--- src/rtl/ccip_mmio_initiator.sv ---
// ccip_mmio_initiator
//
// Host-side CCI-P MMIO initiator. Accepts one 64-bit MMIO command at a time,
// drives it onto the AFU c0 MMIO request channel with a rolling 9-bit TID,
// then reports a single-cycle completion: write done, read data, read timeout
// or read response with the wrong TID.
//
// Ports
//   clk, rst          clock, asynchronous active-high reset
//   cmd_*             command in (valid/ready handshake, write flag, addr, wdata)
//   rsp_*             completion out (one-cycle valid, read data, status)
//   mmio_*  (out)     AFU c0 MMIO request: rd/wr valid, address, length, tid, data
//   mmio_rsp_* (in)   AFU c2 MMIO read response: valid, tid, data
//   err_stray         sticky flag: a read response arrived while not waiting
//
// All outputs are registered.
module ccip_mmio_initiator #(
    parameter int unsigned TIMEOUT = 256
) (
    input  logic        clk,
    input  logic        rst,
    input  logic        cmd_valid,
    output logic        cmd_ready,
    input  logic        cmd_write,
    input  logic [15:0] cmd_addr,
    input  logic [63:0] cmd_wdata,
    output logic        rsp_valid,
    output logic [63:0] rsp_rdata,
    output logic [1:0]  rsp_status,
    output logic        mmio_rd_valid,
    output logic        mmio_wr_valid,
    output logic [15:0] mmio_addr,
    output logic [1:0]  mmio_length,
    output logic [8:0]  mmio_tid,
    output logic [63:0] mmio_wdata,
    input  logic        mmio_rsp_valid,
    input  logic [8:0]  mmio_rsp_tid,
    input  logic [63:0] mmio_rsp_data,
    output logic        err_stray
);

    localparam logic [1:0]  StatusOk       = 2'b00;
    localparam logic [1:0]  StatusTimeout  = 2'b01;
    localparam logic [1:0]  StatusTidError = 2'b10;
    localparam logic [1:0]  Len8Bytes      = 2'b01;
    localparam logic [15:0] TmoLast        = 16'(TIMEOUT - 1);

    typedef enum logic [1:0] {
        StIdle,
        StIssue,
        StWait,
        StResp
    } state_e;

    state_e      state_q;
    logic [8:0]  tid_q;      // TID for the next transaction
    logic [15:0] tmo_q;      // cycles already spent in StWait
    logic        is_write_q;

    always_ff @(posedge clk or posedge rst) begin
        if (rst) begin
            state_q       <= StIdle;
            tid_q         <= 9'd0;
            tmo_q         <= 16'd0;
            is_write_q    <= 1'b0;
            cmd_ready     <= 1'b0;
            rsp_valid     <= 1'b0;
            rsp_rdata     <= 64'd0;
            rsp_status    <= StatusOk;
            mmio_rd_valid <= 1'b0;
            mmio_wr_valid <= 1'b0;
            mmio_addr     <= 16'd0;
            mmio_length   <= Len8Bytes;
            mmio_tid      <= 9'd0;
            mmio_wdata    <= 64'd0;
            err_stray     <= 1'b0;
        end else begin
            // Single-cycle strobes default low.
            mmio_rd_valid <= 1'b0;
            mmio_wr_valid <= 1'b0;
            rsp_valid     <= 1'b0;
            mmio_length   <= Len8Bytes;

            if (mmio_rsp_valid && (state_q != StWait)) begin
                err_stray <= 1'b1;
            end

            case (state_q)
                StIdle: begin
                    if (cmd_valid && cmd_ready) begin
                        cmd_ready     <= 1'b0;
                        is_write_q    <= cmd_write;
                        // 8-byte access: address is in 4-byte units, so bit 0 is cleared.
                        mmio_addr     <= cmd_addr & 16'hFFFE;
                        mmio_wdata    <= cmd_wdata;
                        mmio_tid      <= tid_q;
                        mmio_rd_valid <= ~cmd_write;
                        mmio_wr_valid <= cmd_write;
                        state_q       <= StIssue;
                    end else begin
                        // cmd_ready comes up one cycle after reset or RESP.
                        cmd_ready <= 1'b1;
                    end
                end

                StIssue: begin
                    tid_q <= tid_q + 9'd1;
                    if (is_write_q) begin
                        rsp_valid  <= 1'b1;
                        rsp_status <= StatusOk;
                        rsp_rdata  <= 64'd0;
                        state_q    <= StResp;
                    end else begin
                        tmo_q   <= 16'd0;
                        state_q <= StWait;
                    end
                end

                StWait: begin
                    tmo_q <= tmo_q + 16'd1;
                    // A response in the expiry cycle takes priority over the timeout.
                    if (mmio_rsp_valid) begin
                        rsp_valid <= 1'b1;
                        state_q   <= StResp;
                        if (mmio_rsp_tid == mmio_tid) begin
                            rsp_status <= StatusOk;
                            rsp_rdata  <= mmio_rsp_data;
                        end else begin
                            rsp_status <= StatusTidError;
                            rsp_rdata  <= 64'd0;
                        end
                    end else if (tmo_q == TmoLast) begin
                        rsp_valid  <= 1'b1;
                        rsp_status <= StatusTimeout;
                        rsp_rdata  <= 64'd0;
                        state_q    <= StResp;
                    end
                end

                StResp: begin
                    cmd_ready <= 1'b1;
                    state_q   <= StIdle;
                end

                default: begin
                    state_q <= StIdle;
                end
            endcase
        end
    end

endmodule
--- config.mk ---
export PLATFORM = sky130hd
export DESIGN_NAME = ccip_mmio_initiator
export DESIGN_NICKNAME = d
export VERILOG_FILES = /design/src/rtl/ccip_mmio_initiator.sv
export SDC_FILE = /design/constraint.sdc
export NUM_CORES = 1
export LEC_CHECK = 0
export BUFFER_PORTS_ARGS = -buffer_cell sky130_fd_sc_hd__buf_4
export CAP_MARGIN = 30
export CELL_PAD_IN_SITES_DETAIL_PLACEMENT = 0
export CELL_PAD_IN_SITES_GLOBAL_PLACEMENT = 2
export CORE_AREA = 2 2 153 155
export DETAILED_ROUTE_END_ITERATION = 10
export DIE_AREA = 0 0 155 157
export MAX_ROUTING_LAYER = met4
export PLACE_DENSITY_LB_ADDON = 0.25
export RECOVER_POWER = 50
export SYNTH_ARGS = -nofsm -noshare
export SYNTH_HDL_FRONTEND = slang
export SYNTH_SLANG_ARGS = --single-unit
--- constraint.sdc ---
create_clock -name clk -period 11.97 [get_ports clk]
set_input_delay 2.394 -clock clk [delete_from_list [all_inputs] [get_ports clk]]
set_output_delay 2.394 -clock clk [all_outputs]
set_load 0.01 [all_outputs]
==> impl_metrics.toml, run 1 <==
[place]
dp_slack_ns = 7.407
hpwl_um = 14420
gp_congestion = 0.7968
io_buffers = 315

[critical_path]
worst_r2r_path_depth = 6
cp-endpoint = "mmio_wdata[15]$_DFFE_PP0P_"
r2r-start = "state_q[0]$_DFFE_PP0P_"
worst-path-buf-inv = 3
worstPathCellList = "clkbuf_1 -> nand3_1 -> clkbuf_1 -> clkbuf_1 -> mux2_2"
startpoint_type = "input port"
r2r_slack_ns = 6.85
cp_num_cells = 5
slowest_stage = "clkbuf_1"
cp-startpoint = "cmd_valid"
crit_top_cell = "clkbuf_1"
critical-path-top-delay-family = "buffers and inverters"
worstPathArrival_ns = 6.75
cp-end-kind = "flip-flop"
r2r-end = "mmio_wdata[15]$_DFFE_PP0P_"
path_class = "input port to flip-flop"
worst-endpoint-required_ns = 12.31
cp_slowest_stage_delay_ns = 2.88
worstPathMaxFanout = 77

[job]
drv_cap = 2

[global_routing]
grtUsageMet2 = 0.2681
met1_usage = 0.1964
grt_pass1_vias = 5924
overflow = 0
grt_pass1_wl_um = 31060
met3_usage = 0.06250
grt_usage = 0.1683
antenna_found_initial = 1
busiest_layer = "met2"
grt_max_degree = 78

[detailed_routing]
ant_nets = 0
drtIter0Drc = 268
viasPerCell = 4.833
num_vias = 5442
drt-total-wl_um = 19840
wl_per_cell_um = 17.62
drc = 0
firstDrtPassIters = 4

[finish]
layout_common_cells = "225 x buf_4, 187 x dfrtp_1, 94 x clkbuf_1"
area_growth_pct = 36.76
final_common_cell = "buf_4"
fillers = 2123
final_nets = 992
drive_gt1_frac = 0.4179

[power_and_ir_drop]
p_leak_nw = 4.873
p_switching_uw = 739.2
pwr-share-seq = 0.416
vdd_drop_max_uv = 116.5
power_frac_comb = 0.337
swShare = 0.3399
clkPwrFrac = 0.247
intPower_mw = 1.436
pwr_density_cell_mw_per_mm2 = 214.4

[synth]
synth-edff-count = 0
seq_area_frac_synth = 0.6307
yosysTopAreaCell = "dfrtp_1"
synthArstFlopShare = 1.000
synth.avg_cell_area_um2 = 14.35
ys_warn_count = 0
ys_seq_elements = 187
synth_area_leaders = "dfrtp_1 63%, mux2_2 13%, a22o_1 7.7%"
synth_top_area_frac = 0.6307
synth_cells = 517
synthFlopType = "dfrtp_1"
syn-cell-area_mm2 = 0.007420
synth.distinct_cells = 44

[sta]
max-slew-margin-rel = -1.709
skew_ns = 0.008414
finalSetupTns_ns = 0
layout_min_cycle_time_ns = 6.410
final-hold-violation-count = 0
tightest_slew_ns = 4.064
rsz0062_at_grt = "false"
final-setup-viol-count = 0
fmax_mhz = 156.0
final_max_slew_viol_count = 135
timing.final.ws_setup_ns = 5.560
fin_crit_sh = 0.5355

[clocking]
cts_buffers = 17
cts_hold_buf = 0
cts-root-buf = "clkbuf_16"
postCtsSetupRepairBufs = 0
clkLatencyLatePin_ns = 0.42
clk_pin_slew_ns = 0.07
cts_tree = "built"
clock_path_buffers = 2
post_cts_resized = 0
htreeDepth = 4
cts_sinks = 187

[outcome]
violations = "max-capacitance violations, max-slew violations"
status = "complete, but fails checks"

[floorplanning]
initial_core_util = 0.3297
fp.coreArea_mm2 = 0.02250
placementRows = 55
ios = 320
dieArea_mm2 = 0.02434
dieWidth_um = 155
die_y_um = 157

[hold_path]
hold_depth = 1
hold_path.class = "flip-flop to flip-flop"
how the worst min path moves through the flow:
stage / startpoint / endpoint / slack, ns
after floorplan: tid_q[8]$_DFFE_PP0N_ / tid_q[8]$_DFFE_PP0N_ / 0.44
after global routing: err_stray$_DFFE_PP0P_ / err_stray$_DFFE_PP0P_ / 0.50
final: err_stray$_DFFE_PP0P_ / err_stray$_DFFE_PP0P_ / 0.47
after CTS: tid_q[8]$_DFFE_PP0N_ / tid_q[8]$_DFFE_PP0N_ / 0.47
after detailed placement: err_stray$_DFFE_PP0P_ / err_stray$_DFFE_PP0P_ / 0.46
after global placement: err_stray$_DFFE_PP0P_ / err_stray$_DFFE_PP0P_ / 0.45
layer usage:
metal / part of all wire / up-vias / wire, um
li1: - / 2492 / -
met1: 0.41 / 2673 / 8085
met2: 0.48 / 251 / 9490
met3: 0.094 / 26 / 1857
met4: 0.020 / 0 / 403
met5: 0 / - / 0
sequential cells by signal, indices dropped and copies added, names as in the netlist:
signal,count
state_q,2
rsp_status,2
mmio_addr,15
cmd_ready,1
rsp_rdata,64
mmio_rd_valid,1
err_stray,1
rsp_valid,1
mmio_wdata,64
tmo_q,16
mmio_tid,9
is_write_q,1
mmio_wr_valid,1
tid_q,9
cell families (layout without fill, tap and decap cells):
kind of cell               count (synthesis)  after routing  share of synthesized area
xor gates and xnor gates                  21             21                    0.02479
buffers and inverters                     38            360                    0.03744
and+or+nand+nor                           74             74                    0.05143
muxes                                     89             89                     0.1351
DFF                                      187            187                     0.6307
adders and majority gates                  6              6                    0.01012
other                                      2              4                   0.001012
AOI/OAI and AO/OA                        100            100                     0.1094
cell type report:
cell class	count	area [um^2]	share of cell area
flip-flops and latches	187	4679	0.4612
multi-input cells	293	2455	0.2419
repair buffers	321	2069	0.2039
clock buffers	17	425.4	0.04192
well taps	285	356.6	0.03514
clock inverters	14	127.6	0.01258
inverters	8	31.28	0.003083
diodes	1	2.502	0.0002466
metrics by stage:
step           total power [mW]  std cells    util  hold WS [ns]  area, um^2
3_5_place_dp              1.725       1094  0.4441        0.4556        9995
5_1_grt                   2.323       1126  0.4509        0.5014       10150
6_report                  2.175       1126  0.4509        0.4669       10150
2_1_floorplan             1.330        518       -        0.4378        7423
3_3_place_gp              1.698       1092  0.4420        0.4532        9947
4_1_cts                   2.274       1125  0.4687        0.4700       10550
worst reg2reg max path, stage by stage, from the launching register on:
cell and delay (ns):
dfrtp_1 0.44, inv_1 0.09, ha_1 0.24, nand3_1 0.18, clkbuf_1 0.52, clkbuf_1 2.88
mux2_2 0.70
Yosys cell counts (5+ instances only):
master	count
mux2_2	88
buf_2	5
o21ai_0	8
nor2_1	14
nand4_1	9
inv_1	8
a21oi_1	6
ha_1	6
clkbuf_1	14
nand3_1	9
a22o_1	65
buf_12	7
xor2_1	6
dfrtp_1	187
nand2_1	21
xnor2_1	15
power groups by stage:
stage          clock network (mW)  logic, mW  registers, mW
6_report                    0.536      0.734          0.905
3_5_place_dp                    0      0.809          0.916
4_1_cts                     0.555      0.810          0.909
5_1_grt                     0.583      0.807          0.932
2_1_floorplan                   0      0.354          0.975
3_3_place_gp                    0      0.788          0.909
Note: power is estimated with default switching activity, not from simulation.
==> run 2, diff against run 1 <==
--- a/config.mk
+++ b/config.mk
@@ -9,9 +9,9 @@
 export CAP_MARGIN = 30
 export CELL_PAD_IN_SITES_DETAIL_PLACEMENT = 0
 export CELL_PAD_IN_SITES_GLOBAL_PLACEMENT = 2
-export CORE_AREA = 2 2 153 155
+export CORE_AREA = 2 2 169 171
 export DETAILED_ROUTE_END_ITERATION = 10
-export DIE_AREA = 0 0 155 157
+export DIE_AREA = 0 0 171 173
 export MAX_ROUTING_LAYER = met4
 export PLACE_DENSITY_LB_ADDON = 0.25
 export RECOVER_POWER = 50
==> constraint.sdc (replaced) <==
create_clock -name clk -period 5.8 [get_ports clk]
set_input_delay 1.16 -clock clk [delete_from_list [all_inputs] [get_ports clk]]
set_output_delay 1.16 -clock clk [all_outputs]
set_load 0.01 [all_outputs]
==> run 2 against run 1 <==
The flow still finishes with violations (max-capacitance violations, max-slew violations). Cell area decreased by 0.16%. Sequential power increased by 110%. Via count increased by 0.33%. Cell count increased by 8.2%. Count of clock-buffer cells in the layout increased by 4. Die area increased by 22%. Critical path type is now input port to asynchronous set/reset pin.
==> impl_metrics.toml, run 2 (synthesized netlist as in run 1, its figures left out) <==
[clocking]
clk_pin_slew_ns = 0.07
clkLatencyLatePin_ns = 0.43
cts_sinks = 187
cts-root-buf = "clkbuf_16"
htreeDepth = 4
clock_path_buffers = 2
cts_tree = "built"
postCtsSetupRepairBufs = 0
cts_buffers = 17
post_cts_resized = 0
cts_hold_buf = 0

[critical_path]
cp-end-kind = "asynchronous set/reset pin"
r2r-start = "state_q[0]$_DFFE_PP0P_"
worst-endpoint-required_ns = 6.25
worstPathArrival_ns = 3.88
worst_r2r_path_depth = 5
startpoint_type = "input port"
path_class = "input port to asynchronous set/reset pin"
cp-startpoint = "rst"
worstPathMaxFanout = 140

[sta]
tightest_slew_ns = 1.717
final-setup-viol-count = 0
max-slew-margin-rel = -0.1449
rsz0062_at_grt = "false"
layout_min_cycle_time_ns = 3.431
final_max_slew_viol_count = 63
fmax_mhz = 291.5
holdWs_ns = 0.4557
finalSetupTns_ns = 0
skew_ns = 0.01122
fin_crit_sh = 0.5915
final-hold-violation-count = 0

[global_routing]
grt_usage = 0.1448
antenna_found_initial = 0
grt_pass1_wl_um = 32330
overflow = 0
grt_max_degree = 141
grt_pass1_vias = 5700

[outcome]
violations = "max-capacitance violations, max-slew violations"
status = "complete, but fails checks"

[finish]
final_common_cell = "dfrtp_1"
layout_common_cells = "187 x dfrtp_1, 164 x buf_4, 155 x clkbuf_1"
design_area_mm2 = 0.01013
reg_top3 = "mmio_wdata x64, rsp_rdata x64, tmo_q x16"
area_growth_pct = 36.54
n_antenna_cell = 0
final_nets = 991
drive_gt1_frac = 0.3488

[power_and_ir_drop]
vdd_drop_max_uv = 226.4
p_leak_nw = 4.668
pwr_density_cell_mw_per_mm2 = 443.6

[floorplanning]
dieArea_mm2 = 0.02958
fp.coreArea_mm2 = 0.02763
placementRows = 61
initial_core_util = 0.2685
ios = 320
die_y_um = 173
dieWidth_um = 171

[job]
drv_cap = 2

[detailed_routing]
drtIter0Drc = 275
viasPerCell = 4.483
ant_nets = 0
drt-total-wl_um = 20900
firstDrtPassIters = 4
drc = 0
wl_per_cell_um = 17.16
num_vias = 5460

[place]
place_area_mm2 = 0.01011
gp_congestion = 0.7580
hpwl_um = 15070
io_buffers = 315

[hold_path]
hold_path.class = "flip-flop to flip-flop"
hp-start = "err_stray$_DFFE_PP0P_"
hold_depth = 1
-- run 2: cell count changes in the layout (fill, tap and decap cells not counted), sizes merged, moves of 3 or more --
cell,previous run,this run
bufinv,0,3
clkinv,6,3
buf,226,166
clkbuf,112,175
inv,14,10
-- run 2: area by class of cell --
| class | count | area [um^2] |
|---|---|---|
| Clock buffer | 21 | 460.4 |
| Clock inverter | 11 | 157.7 |
| Fill cell | 2863 | 17500 |
| Inverter | 8 | 31.28 |
| Multi-Input combinational cell | 293 | 2469 |
| Sequential cell | 187 | 4679 |
| Tap cell | 378 | 473.0 |
| Timing Repair Buffer | 320 | 1861 |
-- run 2: metal layers --
metal / wire [um] / global-route usage / part of all wire
met1: 8245 / 0.1625 / 0.39
met2: 10600 / 0.2433 / 0.51
met3: 1708 / 0.05127 / 0.082
met4: 346 / 0.03955 / 0.017
met5: 0 / - / 0
-- run 2: path summary, 6_finish.rpt --
check / endpoint / slack (ns)
min in group asynchronous: mmio_wdata[37]$_DFFE_PP0P_ / 0.85
max reg2reg: mmio_wdata[23]$_DFFE_PP0P_ / 2.61
max: rsp_rdata[22]$_DFFE_PP0P_ / 2.37
min reg2reg: err_stray$_DFFE_PP0P_ / 0.46
max in group clk: mmio_wdata[23]$_DFFE_PP0P_ / 2.58
min: err_stray$_DFFE_PP0P_ / 0.46
-- run 2: worst max-delay path, stage by stage --
cell and delay [ns]:
clkbuf_4 0.11, clkinvlp_2 0.49, clkbuf_1 1.30, buf_12 0.60
-- run 2: power by group --
group	switching [mW]	internal, mW
Sequential	0.211	1.66
Combinational	0.783	0.614
Clock	0.522	0.709
-- run 2: through the flow --
stage                 util  cells  worst slack (ns)  total power [mW]
finish              0.3667   1218             2.369             4.494
global route        0.3667   1218             1.842             4.795
CTS                 0.3885   1218             2.836             4.839
detailed placement  0.3661   1186             2.374             3.573
global placement    0.3644   1184             2.225             3.519
floorplan                -    518             2.234             2.744
